===== src/rtl/mem_lsu_if.sv =====
// Data-RAM request/acknowledge bus between the MEM-stage load/store unit and memory.
// The master issues word-addressed accesses; the slave completes them with d_ack.
interface mem_lsu_if;
   logic        d_req;
   logic        d_we;
   logic [31:0] d_addr;
   logic [3:0]  d_be;
   logic [31:0] d_wdata;
   logic        d_ack;
   logic [31:0] d_rdata;

   modport master (
      output d_req, d_we, d_addr, d_be, d_wdata,
      input  d_ack, d_rdata
   );

   modport slave (
      input  d_req, d_we, d_addr, d_be, d_wdata,
      output d_ack, d_rdata
   );
endinterface


===== src/rtl/mem_lsu.sv =====
// MEM-stage load/store unit: issues req/ack data-RAM accesses, aligns and extends
// load data, stalls the pipeline while busy, flags misaligned addresses and bus timeouts.
module mem_lsu #(
   parameter int unsigned TIMEOUT = 16,
   parameter int unsigned CNT_W   = 5
) (
   input  logic        clk,
   input  logic        rst,
   input  logic [3:0]  mem_op,
   input  logic [31:0] mem_addr,
   input  logic [31:0] mem_wdata,
   input  logic        mem_reg_wr,
   output logic [31:0] lsu_rdata,
   output logic        lsu_reg_wr,
   output logic        stall_req,
   output logic        addr_err,
   output logic        bus_err,
   mem_lsu_if.master   dbus
);

   typedef enum logic [1:0] {IDLE, REQ, DONE} state_t;
   typedef enum logic [1:0] {SZ_B, SZ_H, SZ_W} size_t;

   state_t             state, state_nxt;
   logic               is_load, is_store, is_signed, valid, misaligned, go, timeout;
   size_t              size;
   logic [3:0]         be_nxt;
   logic [31:0]        wd_nxt;
   logic [CNT_W-1:0]   cnt;
   logic               ld_q, sgn_q;
   size_t              size_q;
   logic [1:0]         off_q;
   logic [31:0]        lane;
   logic [31:0]        load_data;

   always_comb begin
      is_load   = 1'b0;
      is_store  = 1'b0;
      is_signed = 1'b0;
      size      = SZ_W;
      case (mem_op)
         4'h1: begin is_load  = 1'b1; is_signed = 1'b1; size = SZ_B; end
         4'h2: begin is_load  = 1'b1; size = SZ_B; end
         4'h3: begin is_load  = 1'b1; is_signed = 1'b1; size = SZ_H; end
         4'h4: begin is_load  = 1'b1; size = SZ_H; end
         4'h5: begin is_load  = 1'b1; size = SZ_W; end
         4'h9: begin is_store = 1'b1; size = SZ_B; end
         4'hA: begin is_store = 1'b1; size = SZ_H; end
         4'hB: begin is_store = 1'b1; size = SZ_W; end
         default: ;
      endcase
   end

   assign valid      = is_load | is_store;
   assign misaligned = ((size == SZ_H) & mem_addr[0]) | ((size == SZ_W) & (|mem_addr[1:0]));
   assign go         = (state == IDLE) & valid & ~misaligned;
   assign timeout    = (cnt == CNT_W'(TIMEOUT - 1));

   always_comb begin
      be_nxt = 4'b1111;
      wd_nxt = mem_wdata;
      case (size)
         SZ_B: begin
            be_nxt = 4'b0001 << mem_addr[1:0];
            wd_nxt = {4{mem_wdata[7:0]}};
         end
         SZ_H: begin
            be_nxt = 4'b0011 << mem_addr[1:0];
            wd_nxt = {2{mem_wdata[15:0]}};
         end
         default: ;
      endcase
   end

   assign lane = dbus.d_rdata >> {off_q, 3'b000};

   always_comb begin
      load_data = dbus.d_rdata;
      case (size_q)
         SZ_B:    load_data = {{24{sgn_q & lane[7]}},  lane[7:0]};
         SZ_H:    load_data = {{16{sgn_q & lane[15]}}, lane[15:0]};
         default: ;
      endcase
   end

   always_ff @(posedge clk or posedge rst) begin
      if (rst) state <= IDLE;
      else     state <= state_nxt;
   end

   always_comb begin
      state_nxt = state;
      case (state)
         IDLE:    if (go) state_nxt = REQ;
         REQ:     if (dbus.d_ack || timeout) state_nxt = DONE;
         DONE:    state_nxt = IDLE;
         default: state_nxt = IDLE;
      endcase
   end

   // rst gates the combinational strobes so reset silences them even with a live mem_op
   always_comb begin
      stall_req  = 1'b0;
      addr_err   = 1'b0;
      lsu_reg_wr = 1'b0;
      case (state)
         IDLE: begin
            if (!valid)          lsu_reg_wr = mem_reg_wr;
            else if (misaligned) addr_err   = ~rst;
            else                 stall_req  = ~rst;
         end
         REQ:     stall_req  = 1'b1;
         DONE:    lsu_reg_wr = mem_reg_wr & ld_q & ~bus_err;
         default: ;
      endcase
   end

   always_ff @(posedge clk or posedge rst) begin
      if (rst) begin
         dbus.d_req   <= 1'b0;
         dbus.d_we    <= 1'b0;
         dbus.d_addr  <= '0;
         dbus.d_be    <= '0;
         dbus.d_wdata <= '0;
         lsu_rdata    <= '0;
         bus_err      <= 1'b0;
         cnt          <= '0;
         ld_q         <= 1'b0;
         sgn_q        <= 1'b0;
         size_q       <= SZ_W;
         off_q        <= '0;
      end else begin
         bus_err <= 1'b0;
         case (state)
            IDLE: begin
               if (go) begin
                  dbus.d_req   <= 1'b1;
                  dbus.d_we    <= is_store;
                  dbus.d_addr  <= {mem_addr[31:2], 2'b00};
                  dbus.d_be    <= be_nxt;
                  dbus.d_wdata <= wd_nxt;
                  cnt          <= '0;
                  ld_q         <= is_load;
                  sgn_q        <= is_signed;
                  size_q       <= size;
                  off_q        <= mem_addr[1:0];
               end
            end
            REQ: begin
               if (dbus.d_ack) begin
                  if (ld_q) lsu_rdata <= load_data;
                  dbus.d_req <= 1'b0;
                  dbus.d_we  <= 1'b0;
               end else if (timeout) begin
                  dbus.d_req <= 1'b0;
                  dbus.d_we  <= 1'b0;
                  lsu_rdata  <= '0;
                  bus_err    <= 1'b1;
               end else begin
                  cnt <= cnt + 1'b1;
               end
            end
            default: ;
         endcase
      end
   end

endmodule


===== src/flat_wrapper.sv =====
// flat-port wrapper written by rule: the top's interface ports become plain ports
module mem_lsu_flat 
#(
   parameter int unsigned TIMEOUT = 16,
   parameter int unsigned CNT_W   = 5
)
  (clk, rst, mem_op, mem_addr, mem_wdata, mem_reg_wr, lsu_rdata, lsu_reg_wr, stall_req, addr_err, bus_err, dbus_d_req, dbus_d_we, dbus_d_addr, dbus_d_be, dbus_d_wdata, dbus_d_ack, dbus_d_rdata);
  mem_lsu_if dbus_i ();
  input  logic clk;
  input  logic rst;
  input  logic [3:0] mem_op;
  input  logic [31:0] mem_addr;
  input  logic [31:0] mem_wdata;
  input  logic mem_reg_wr;
  output logic [31:0] lsu_rdata;
  output logic lsu_reg_wr;
  output logic stall_req;
  output logic addr_err;
  output logic bus_err;
  output wire logic [$bits(dbus_i.d_req)-1:0] dbus_d_req;
  output wire logic [$bits(dbus_i.d_we)-1:0] dbus_d_we;
  output wire logic [$bits(dbus_i.d_addr)-1:0] dbus_d_addr;
  output wire logic [$bits(dbus_i.d_be)-1:0] dbus_d_be;
  output wire logic [$bits(dbus_i.d_wdata)-1:0] dbus_d_wdata;
  input wire logic [$bits(dbus_i.d_ack)-1:0] dbus_d_ack;
  input wire logic [$bits(dbus_i.d_rdata)-1:0] dbus_d_rdata;
  assign dbus_d_req = dbus_i.d_req;
  assign dbus_d_we = dbus_i.d_we;
  assign dbus_d_addr = dbus_i.d_addr;
  assign dbus_d_be = dbus_i.d_be;
  assign dbus_d_wdata = dbus_i.d_wdata;
  assign dbus_i.d_ack = dbus_d_ack;
  assign dbus_i.d_rdata = dbus_d_rdata;
  mem_lsu #(.TIMEOUT(TIMEOUT), .CNT_W(CNT_W)) u_core (.clk(clk), .rst(rst), .mem_op(mem_op), .mem_addr(mem_addr), .mem_wdata(mem_wdata), .mem_reg_wr(mem_reg_wr), .lsu_rdata(lsu_rdata), .lsu_reg_wr(lsu_reg_wr), .stall_req(stall_req), .addr_err(addr_err), .bus_err(bus_err), .dbus(dbus_i));
endmodule

===== config.mk =====
export PLATFORM = sky130hd
export DESIGN_NAME = mem_lsu_flat
export DESIGN_NICKNAME = d
export VERILOG_FILES = /design/src/rtl/mem_lsu_if.sv /design/src/rtl/mem_lsu.sv /design/src/flat_wrapper.sv
export SDC_FILE = /design/constraint.sdc
export NUM_CORES = 1
export LEC_CHECK = 0
export CORE_MARGIN = 2
export CORE_UTILIZATION = 44
export CTS_CLUSTER_SIZE = 25
export DETAILED_ROUTE_END_ITERATION = 7
export PLACE_DENSITY = 0.93
export RECOVER_POWER = 50
export SYNTH_ARGS = -nofsm -noshare
export SYNTH_HDL_FRONTEND = slang
export SYNTH_SLANG_ARGS = --single-unit

===== constraint.sdc =====
create_clock -name clk -period 4.05 [get_ports clk]
set_clock_uncertainty 0.2 [all_clocks]
set_input_delay 0.405 -clock clk [delete_from_list [all_inputs] [get_ports clk]]
set_output_delay 0.405 -clock clk [all_outputs]
set_load 0.005 [all_outputs]

==> results.sh <==
export IMPL_first_pass_iters=5
export IMPL_reg2reg_depth=4
export IMPL_violations="max-capacitance violations, max-slew violations"
export IMPL_clkSinkCount=114
export IMPL_finalHoldWorstSlack_ns=0.2627
export IMPL_clkLatencyLatePin_ns=0.41
export IMPL_nNetsFinal=789
export IMPL_ctsRootBufferMaster="clkbuf_16"
export IMPL_worst_path_max_fanout=10
export IMPL_yosysTopAreaCellShare_pct=53.28
export IMPL_track_usage_pct=24.85
export IMPL_core_um2=11910
export IMPL_required_ns=3.44
export IMPL_rows=40
export IMPL_slew_headroom_pct=-10.49
export IMPL_setup_violations=0
export IMPL_syn_area_um2=5308
export IMPL_yosys_cell_types_count=55
export IMPL_drive_gt1_share_pct=12.93
export IMPL_postCtsSetupRepairBufs=0
export IMPL_clockBufferDepth=2
export IMPL_dieHeight_um=113.8
export IMPL_antenna_found_initial=0
export IMPL_async_reset_ff_share_pct=100.0
export IMPL_status="finished, violations left"
export IMPL_synth_warnings=0
export IMPL_ant_nets=0
export IMPL_die_area_um2=12960
export IMPL_period_minus_slack_ns=3.357
export IMPL_maxCapViolations=1
export IMPL_gp_congestion=0.8402
export IMPL_start_util_pct=44.56
export IMPL_crit_chain="clkdlybuf4s50_1 > or3b_4 > a211o_1 > nor3_1 > o21ba_2 > clkdlybuf4s50_1"
export IMPL_multi_input_area_um2=2250
export IMPL_io_pins=210
export IMPL_critical_path_startpoint_type="input pin"
export IMPL_avgSynthCellArea_um2=11.03
export IMPL_holdBufCountCts=0
export IMPL_fin_ws_ns=0.6929
export IMPL_rsz0062_at_grt="false"
export IMPL_max_freq_ghz=0.2979
export IMPL_highest_signal_layer="met4"
export IMPL_initialDrtViolationCount=378
export IMPL_placed_cell_area_um2=7472
export IMPL_synth_most_common_cell="dfrtp_1"
export IMPL_cts_tree="built"
export IMPL_worstMarginPinSlew_ns=1.657
export IMPL_hold_viol=0
export IMPL_syn2layout_area_growth_pct=52.03
export IMPL_grt_pass1_wl_mm=24.81
export IMPL_numCtsBuffers=17
export IMPL_fp_dieW_um=113.8
export IMPL_final_max_slew_viol_count=66
export IMPL_crit_path_end_kind="primary output"
export IMPL_synth_area_top_cells="dfrtp_1 (53%), mux2_2 (8.3%), o21ai_0 (5.0%)"
export IMPL_fin_area_um2=8069
export IMPL_worstPathArrival_ns=2.75
export IMPL_routed_wl_mm=15.87
export IMPL_register_area_um2=2854
export IMPL_clockPowerShare_pct=29.7
export IMPL_fillers=879
export IMPL_min_path_cells=2
export IMPL_grt_max_degree=89
export IMPL_gr_total_overflow=0
export IMPL_synth_edf_count=0
export IMPL_place_port_buffers=207
export IMPL_synth_main_ff_cell="dfrtp_1"
export IMPL_wl_met2_mm=7.967
export IMPL_wl_met3_mm=1.445
export IMPL_finalCritPeriodShare_pct=82.89
export IMPL_cp_slowest_cell="clkdlybuf4s50_1"
export IMPL_p_per_area_nw_per_um2=625.7
export IMPL_synthTopCellsByCount="dfrtp_1 (113), nand2_1 (59), o21ai_0 (53)"
export IMPL_synthCells=481
export IMPL_irDropWorstVdd_uv=357.0
export IMPL_p_sw_mw=1.485
export IMPL_synth_seq_cells=114
export IMPL_n_antenna_cell=0
export IMPL_comb_power_share_pct=33.0
export IMPL_wire_per_inst_um=18.83
export IMPL_via_count=4757
export IMPL_hold_class="flop to flop"
export IMPL_seqPwrFrac_pct=37.3
export IMPL_vias_per_cell=5.643
export IMPL_tns_ns=0
export IMPL_grt_pass1_vias=4900
export IMPL_cts_resized=0
export IMPL_m1WireLength_mm=6.103
export IMPL_dpl_hpwl_mm=11.28
export IMPL_crit_type="input pin to primary output"
export IMPL_p_sw_share_pct=29.42
export IMPL_cpMostUsedCell="clkdlybuf4s50_1"
export IMPL_leakagePower_nw=3.597
export IMPL_path_clk_slew_ns=0.05
export IMPL_remaining_drc_errors=0
export IMPL_pre_cts_slack_ns=0.7096
export IMPL_cts_max_level=4
export IMPL_p_int_mw=3.563
export IMPL_yosysTopAreaCell="dfrtp_1"
export IMPL_synth_seq_area_share_pct=53.77
export IMPL_slowest_delay_ns=0.62
==> through the flow <==
step	util [%]	cells	total power [mW]
floorplan	-	482	2.561
detailed placement	62.73	811	3.720
global route	67.74	843	5.331
CTS	67.77	843	5.252
global placement	62.73	811	3.635
finish	67.74	843	5.049
==> worst paths after layout <==
check / start / slack (ns) / endpoint
max: mem_op[2] / 0.69 / stall_req
min: u_core.lsu_rdata[15] / 0.26 / u_core.lsu_rdata[15]
max reg2reg: u_core.off_q[1] / 1.37 / u_core.lsu_rdata[19]
min reg2reg: u_core.lsu_rdata[15] / 0.26 / u_core.lsu_rdata[15]
max in group asynchronous: rst / 1.29 / u_core.dbus.d_be[0]
min in group asynchronous: rst / 0.90 / u_core.bus_err
==> power by group through the flow <==
stage | logic (mW) | registers [mW] | clock network [mW]
finish | 1.67 | 1.88 | 1.50
global route | 1.81 | 1.95 | 1.57
CTS | 1.83 | 1.91 | 1.51
detailed placement | 1.81 | 1.91 | 0
global placement | 1.75 | 1.88 | 0
floorplan | 0.702 | 1.86 | 0
==> metal layers <==
metal | vias up | global-route usage, %
met3 | 34 | 8.820
met5 | - | 0
li1 | 2177 | -
met2 | 244 | 42.12
met1 | 2302 | 29.06
met4 | 0 | 9.512
==> layout make-up <==
cell class / instances / share of cell area, %
Sequential cell: 114 / 35.37
Multi-Input combinational cell: 325 / 27.88
Timing Repair Buffer: 215 / 26.55
Clock buffer: 23 / 6.172
Tap cell: 147 / 2.279
Clock inverter: 9 / 1.272
Inverter: 10 / 0.4807
==> sequential cells by signal, summed over array words and instances (netlist names) <==
signal / cells
u_core.dbus.d_addr: 30
u_core.lsu_rdata: 32
u_core.bus_err: 1
u_core.state: 2
u_core.ld_q: 1
u_core.dbus.d_be: 4
u_core.dbus.d_we: 1
u_core.cnt: 5
u_core.dbus.d_wdata: 32
u_core.dbus.d_req: 1
u_core.size_q: 2
u_core.off_q: 2
u_core.sgn_q: 1
==> cell families (layout without fill, tap and decap cells) <==
group                    after synthesis  count (layout)  synth area share [%]
AO/OA/AOI/OAI                        140             140                 18.18
adder cells (fa/ha/maj)                3               3                0.6600
flip-flops                           114             114                 53.77
AND/OR/NAND/NOR                      117             117                 10.14
buffers and inverters                 43             257                 4.149
multiplexers                          63              63                 13.04
other                                  1               2               0.07065
==> critical path: cells and delay by family <==
kind,cells,cell delay [ns]
buffers and inverters,2,1.12
AOI/OAI and AO/OA,2,0.57
and+or+nand+nor,2,0.66
==> cells in the final DEF (no fill, tap or decap), drive strengths merged, types with 3 or more instances in the layout <==
cell and n:
a22oi 4, nand2 59, a21oi 22, nand3 6, or3b 3, buf 7
a222oi 6, mux2i 23, nand2b 10, clkdlybuf4s50 106, nor2 23, clkbuf 24
o221ai 8, and3 3, clkinv 4, dfrtp 113, inv 9, o31ai 3
a211oi 3, a21o 4, o21ai 53, nor3 4, clkinvlp 4, mux2 39
dlygate4sd3 101, a221o 18
Note: power is estimated with default switching activity, not from simulation.
